`src/rtl/dot_product_issuer.sv`:
```
// Packs (data, weight) pairs into LANES-wide vectors for a fixed-latency summation pipe.
// Sums come back into a credit-protected result FIFO and leave on a valid/ready stream.
module dot_product_issuer #(
    parameter int WIDTH     = 16,
    parameter int LANES     = 4,
    parameter int PIPE_LAT  = 2,
    parameter int RES_DEPTH = 4
) (
    input  logic                         clk_i,
    input  logic                         rst_i,
    input  logic                         in_valid_i,
    output logic                         in_ready_o,
    input  logic [WIDTH-1:0]             in_data_i,
    input  logic [WIDTH-1:0]             in_weight_i,
    output logic [LANES-1:0][WIDTH-1:0]  pe_data_o,
    output logic [LANES-1:0][WIDTH-1:0]  pe_weights_o,
    input  logic [WIDTH-1:0]             pe_result_i,
    output logic                         res_valid_o,
    input  logic                         res_ready_i,
    output logic [WIDTH-1:0]             res_data_o,
    output logic                         busy_o
);

    localparam int IDX_W = (LANES > 1) ? $clog2(LANES) : 1;
    localparam int PTR_W = (RES_DEPTH > 1) ? $clog2(RES_DEPTH) : 1;
    localparam int CNT_W = $clog2(RES_DEPTH + 1);
    localparam int RSV_W = $clog2(RES_DEPTH + PIPE_LAT + 2);

    typedef enum logic [0:0] {
        ST_COLLECT = 1'b0,
        ST_ISSUE   = 1'b1
    } state_t;

    state_t                          state_q, state_d;
    logic [IDX_W-1:0]                idx_q, idx_d;
    logic [LANES-1:0][WIDTH-1:0]     stg_data_q, stg_data_d;
    logic [LANES-1:0][WIDTH-1:0]     stg_wt_q, stg_wt_d;
    logic [LANES-1:0][WIDTH-1:0]     pe_data_q, pe_data_d;
    logic [LANES-1:0][WIDTH-1:0]     pe_wt_q, pe_wt_d;
    logic [PIPE_LAT-1:0]             tag_q, tag_d;
    logic [RES_DEPTH-1:0][WIDTH-1:0] mem_q, mem_d;
    logic [PTR_W-1:0]                wr_ptr_q, wr_ptr_d;
    logic [PTR_W-1:0]                rd_ptr_q, rd_ptr_d;
    logic [CNT_W-1:0]                cnt_q, cnt_d;

    logic                            in_ready_s;
    logic                            push_s;
    logic                            pop_s;
    logic [RSV_W-1:0]                tag_cnt_s;
    logic [RSV_W-1:0]                reserved_s;

    // Next-state logic: collection FSM, tag shift, credit check and result FIFO.
    always_comb begin
        state_d    = state_q;
        idx_d      = idx_q;
        stg_data_d = stg_data_q;
        stg_wt_d   = stg_wt_q;
        pe_data_d  = pe_data_q;
        pe_wt_d    = pe_wt_q;
        mem_d      = mem_q;
        wr_ptr_d   = wr_ptr_q;
        rd_ptr_d   = rd_ptr_q;
        in_ready_s = 1'b0;

        tag_cnt_s = '0;
        for (int i = 0; i < PIPE_LAT; i++) begin
            tag_cnt_s = tag_cnt_s + RSV_W'(tag_q[i]);
        end
        // Every issued vector owns a FIFO slot until its result is popped.
        reserved_s = RSV_W'(cnt_q) + tag_cnt_s + RSV_W'(state_q == ST_ISSUE);

        case (state_q)
            ST_COLLECT: begin
                in_ready_s = (idx_q != '0) || (reserved_s < RSV_W'(RES_DEPTH));
                if (in_valid_i && in_ready_s) begin
                    stg_data_d[idx_q] = in_data_i;
                    stg_wt_d[idx_q]   = in_weight_i;
                    if (idx_q == IDX_W'(LANES - 1)) begin
                        // Load pe_* with the final lane bypassed so the vector shows during ISSUE.
                        idx_d     = '0;
                        state_d   = ST_ISSUE;
                        pe_data_d = stg_data_d;
                        pe_wt_d   = stg_wt_d;
                    end else begin
                        idx_d = idx_q + IDX_W'(1);
                    end
                end else begin
                    idx_d = idx_q;
                end
            end
            ST_ISSUE: begin
                state_d = ST_COLLECT;
            end
            default: begin
                state_d = ST_COLLECT;
            end
        endcase

        tag_d[0] = (state_q == ST_ISSUE);
        for (int i = 1; i < PIPE_LAT; i++) begin
            tag_d[i] = tag_q[i-1];
        end

        push_s = tag_q[PIPE_LAT-1];
        pop_s  = (cnt_q != '0) && res_ready_i;
        if (push_s) begin
            mem_d[wr_ptr_q] = pe_result_i;
            wr_ptr_d = (wr_ptr_q == PTR_W'(RES_DEPTH - 1)) ? '0 : wr_ptr_q + PTR_W'(1);
        end else begin
            wr_ptr_d = wr_ptr_q;
        end
        if (pop_s) begin
            rd_ptr_d = (rd_ptr_q == PTR_W'(RES_DEPTH - 1)) ? '0 : rd_ptr_q + PTR_W'(1);
        end else begin
            rd_ptr_d = rd_ptr_q;
        end
        cnt_d = cnt_q + CNT_W'(push_s) - CNT_W'(pop_s);
    end

    // State registers with synchronous reset; reset discards partial vectors, tags and FIFO data.
    always_ff @(posedge clk_i) begin
        if (rst_i) begin
            state_q    <= ST_COLLECT;
            idx_q      <= '0;
            stg_data_q <= '0;
            stg_wt_q   <= '0;
            pe_data_q  <= '0;
            pe_wt_q    <= '0;
            tag_q      <= '0;
            mem_q      <= '0;
            wr_ptr_q   <= '0;
            rd_ptr_q   <= '0;
            cnt_q      <= '0;
        end else begin
            state_q    <= state_d;
            idx_q      <= idx_d;
            stg_data_q <= stg_data_d;
            stg_wt_q   <= stg_wt_d;
            pe_data_q  <= pe_data_d;
            pe_wt_q    <= pe_wt_d;
            tag_q      <= tag_d;
            mem_q      <= mem_d;
            wr_ptr_q   <= wr_ptr_d;
            rd_ptr_q   <= rd_ptr_d;
            cnt_q      <= cnt_d;
        end
    end

    assign in_ready_o   = in_ready_s;
    assign pe_data_o    = pe_data_q;
    assign pe_weights_o = pe_wt_q;
    assign res_valid_o  = (cnt_q != '0);
    assign res_data_o   = (cnt_q != '0) ? mem_q[rd_ptr_q] : '0;
    assign busy_o       = (idx_q != '0) || (state_q == ST_ISSUE) || (tag_q != '0) || (cnt_q != '0);

endmodule

```
`config.mk`:
```
export PLATFORM = sky130hd
export DESIGN_NAME = dot_product_issuer
export DESIGN_NICKNAME = d
export VERILOG_FILES = /design/src/rtl/dot_product_issuer.sv
export SDC_FILE = /design/constraint.sdc
export NUM_CORES = 1
export LEC_CHECK = 0
export CORE_ASPECT_RATIO = 0.6
export CORE_MARGIN = 1.5
export CORE_UTILIZATION = 50
export CTS_BUF_LIST = sky130_fd_sc_hd__clkbuf_8
export DETAILED_ROUTE_END_ITERATION = 8
export HOLD_SLACK_MARGIN = 0.08
export PLACE_DENSITY_LB_ADDON = 0.05
export SYNTH_ARGS = -nofsm -noshare
export SYNTH_HDL_FRONTEND = slang
export SYNTH_SLANG_ARGS = --single-unit
```
`constraint.sdc`:
```
create_clock -name clk_i -period 2.4 [get_ports clk_i]
set_clock_uncertainty 0.1 [all_clocks]
set_input_delay 0.48 -clock clk_i [delete_from_list [all_inputs] [get_ports clk_i]]
set_output_delay 0.48 -clock clk_i [all_outputs]
set_load 0.1 [all_outputs]
```
==> results_dict.tcl <==
set metrics [dict create \
    status "complete, but fails checks" \
    violations "setup timing" \
    setup_viol 247 \
    synth_warnings 0 \
    async_reset_ff_share_pct 0 \
    dr_wl_met3_mm 3.40 \
    dpl_cell_area_um2 15300 \
    switching_share_pct 31.9 \
    num_vias 11000 \
    dpl.hpwl_mm 24.5 \
    syn_nets 1397 \
    final_area_um2 18000 \
    stdcell_count 1939 \
    p_leak_nw 7.11 \
    drc_errors 0 \
    seq_area_frac_synth_pct 46.9 \
    arrival_ns 2.38 \
    maxSlewViolCount 0 \
    routedWlPerCell_um 21.5 \
    synth_edf_count 0 \
    wl_met2_mm 17.5 \
    htree_levels 2 \
    routed_wl_mm 41.6 \
    setup_ws_ns -0.560 \
    synth_top_area_share_pct 46.9 \
    rsz0062_at_grt "yes" \
    routedLengthMet1_mm 20.1 \
    rows 45 \
    grt_overflow 0 \
    grt_pass1_wl_mm 61.3 \
    critPathBufInv 1 \
    dp_cells 1802 \
    worstMarginPinSlew_ns 0.817 \
    ys_ff_latch 300 \
    fin_crit_ns 2.96 \
    netSwitchingPower_mw 4.48 \
    grt_util_all_layers_pct 29.8 \
    cap_violations 0 \
    synth_area_per_cell_um2 9.62 \
    reg2reg_slack_ns -0.33 \
    max_freq_mhz 338 \
    core_area_um2 25200 \
    yosys.cell_types.count 34 \
    timing.rr.end "pe_weights_o[37]$_SDFFE_PP0P_" \
    die_h_um 127 \
    min_from "rst_i" \
    pwr-share-comb_pct 31.7 \
    antenna_found_initial 0 \
    crit_slowest_cell "fa_2" \
    worst-path-max-fanout 2 \
    top_layer "met4" \
    gp_congestion 0.822 \
    crit_required_ns 1.82 \
    cts_buffers 45 \
    clk_pin_slew_ns 0.07 \
    syn_area_um2 12800 \
    io_buffer_count 198 \
    min-delay-path-class "input pin to flip-flop" \
    synth.area.top_cells "dfxtp_1 47%, mux2i_1 15%, a21oi_1 6.4%, nand2b_1 6.4%, a211oi_1 5.6%" \
    cts_sinks 300 \
    syn_to_final_growth_pct 40.6 \
    ant_nets 0 \
    cp_cell_sequence "fa_2, ha_4, a311o_2, and4_4, nor2_4, buf_12" \
    p_clk_share_pct 30.4 \
    io_pins 199 \
    syn_inst 1331 \
    min_to "pe_weights_o[0]$_SDFFE_PP0P_" \
    peakVddDrop_uv 581 \
    die_area_um2 26600 \
    p_seq_share_pct 37.8 \
    routed_via_density 5.66 \
    grt_max_degree 82 \
    insertion_delay_ns 0.57 \
    cts-root-buf "clkbuf_8" \
    crit_family "adder cells" \
    timing.final.hold_violations 0 \
    layout_worst_path_cycle_share_pct 123 \
    die_w_um 210 \
    timing.rr.start "cnt_q[0]$_SDFF_PP0_" \
    synthFlopType "dfxtp_1" \
    grt_pass1_vias 10300 \
    max_stage_delay_ns 0.40 \
    cellInternalPower_mw 9.57 \
    ctsLongestPathBuffers 3 \
    end_kind "primary output" \
    start_util_pct 50.7 \
    relSlewSlack_pct 45.5 \
    start_kind "flip-flop" \
    criticalPathCategory "flip-flop to primary output" \
    layout.nets 1645 \
    yosysTopAreaCell "dfxtp_1" \
    worst_r2r_path_depth 12 \
    worstHoldPathCells 2 \
    firstDrtPassIters 5 \
    layout-drive-gt1-share_pct 29.5 \
    drt-initial-drc-count 815 \
    setup_tns_ns -49.80 \
    cts_tree "built" \
    power_density_nw_per_um2 781 \
]
-- cell usage in the layout, fill, tap and decap left out, types with 27 or more instances in the layout --
cell	count
buf_4	171
nand2_1	137
or3_1	29
clkbuf_8	62
a21oi_1	128
buf_12	57
nand2b_1	130
a211oi_1	58
clkdlybuf4s50_1	50
nor2_1	36
o21ai_0	33
mux2i_1	191
dfxtp_1	297
a211oi_2	38
a21oi_2	27
-- stage by stage --
stage,worst slack [ns],util [%],hold slack (ns),power [mW]
after floorplan,-0.306,-,0.333,7.42
after CTS,-0.603,68.4,0.220,13.6
after global routing,-0.634,71.3,0.253,14.5
after global placement,-0.0968,60.7,0.339,8.49
final,-0.560,71.3,0.251,14.1
after detailed placement,-0.103,60.7,0.346,8.50
-- area by class of cell --
class                   instances  area, um2
clock buffers                  61        840
well taps                     329        412
diodes                          1       2.50
clock inverters                16       68.8
inverters                       9       33.8
repair buffers                324       3880
fillers                      1883       7230
flip-flops and latches        300       6010
multi-input cells             899       6750
-- power by group through the flow --
stage / Combinational [mW] / Sequential [mW] / Clock [mW]
3_3_place_gp: 3.09 / 5.40 / 0
5_1_grt: 4.65 / 5.34 / 4.55
6_report: 4.46 / 5.32 / 4.28
2_1_floorplan: 1.75 / 5.67 / 0
4_1_cts: 4.00 / 5.31 / 4.31
3_5_place_dp: 3.10 / 5.41 / 0
-- what timing repair did --
item                                    CTS  global route
endpoints found under the setup margin  180           247
resized for setup                        75           114
hold buffers                              0             0
gates cloned                             22            10
endpoints found under the hold margin     0             0
pin swaps                                79            53
buffers inserted                         22            14
-- sequential cells by signal, indices dropped and copies added, names as in the netlist --
register	count
pe_weights_o	64
mem_q	64
stg_wt_q	48
rd_ptr_q	2
stg_data_q	48
tag_q	2
pe_data_o	64
idx_q	2
cnt_q	3
state_q	1
wr_ptr_q	2
-- cells in the mapped netlist, drive strengths merged (4+ instances only) --
cell	number
mux4	16
nor2	38
a21oi	164
dfxtp	300
and2	21
or3	34
clkbuf	79
nand2b	130
o21ai	34
nand3	4
nand2	137
buf	44
inv	9
ha	12
a211oi	96
nor2b	5
mux2i	194
-- how the worst max path moves through the flow --
| stage | start | endpoint | slack (ns) | depth (start not counted) |
|---|---|---|---|---|
| floorplan | cnt_q[0]$_SDFF_PP0_ | in_ready_o | -0.31 | 6 |
| CTS | state_q$_SDFF_PP0_ | in_ready_o | -0.60 | 6 |
| detailed placement | res_ready_i | cnt_q[2]$_SDFF_PP0_ | -0.10 | 10 |
| global placement | res_ready_i | cnt_q[2]$_SDFF_PP0_ | -0.1 | 10 |
| global route | cnt_q[0]$_SDFF_PP0_ | in_ready_o | -0.63 | 6 |
| finish | cnt_q[0]$_SDFF_PP0_ | in_ready_o | -0.56 | 6 |
-- cells by family after synthesis --
kind of cell,share of synthesized area (%)
AO/OA/AOI/OAI,13.6
XOR/XNOR,0.137
adder cells (fa/ha/maj),1.49
buffers and inverters,4.77
flip-flops,46.9
multiplexers,18.0
AND/OR/NAND/NOR,15.1
-- routing by layer --
metal,vias to the layer above,global-route usage (%)
met5,-,0
met4,0,6.94
met3,46,6.76
met2,397,42.2
met1,5383,45.7
li1,5155,-
Power figures use the tool's default switching activity.
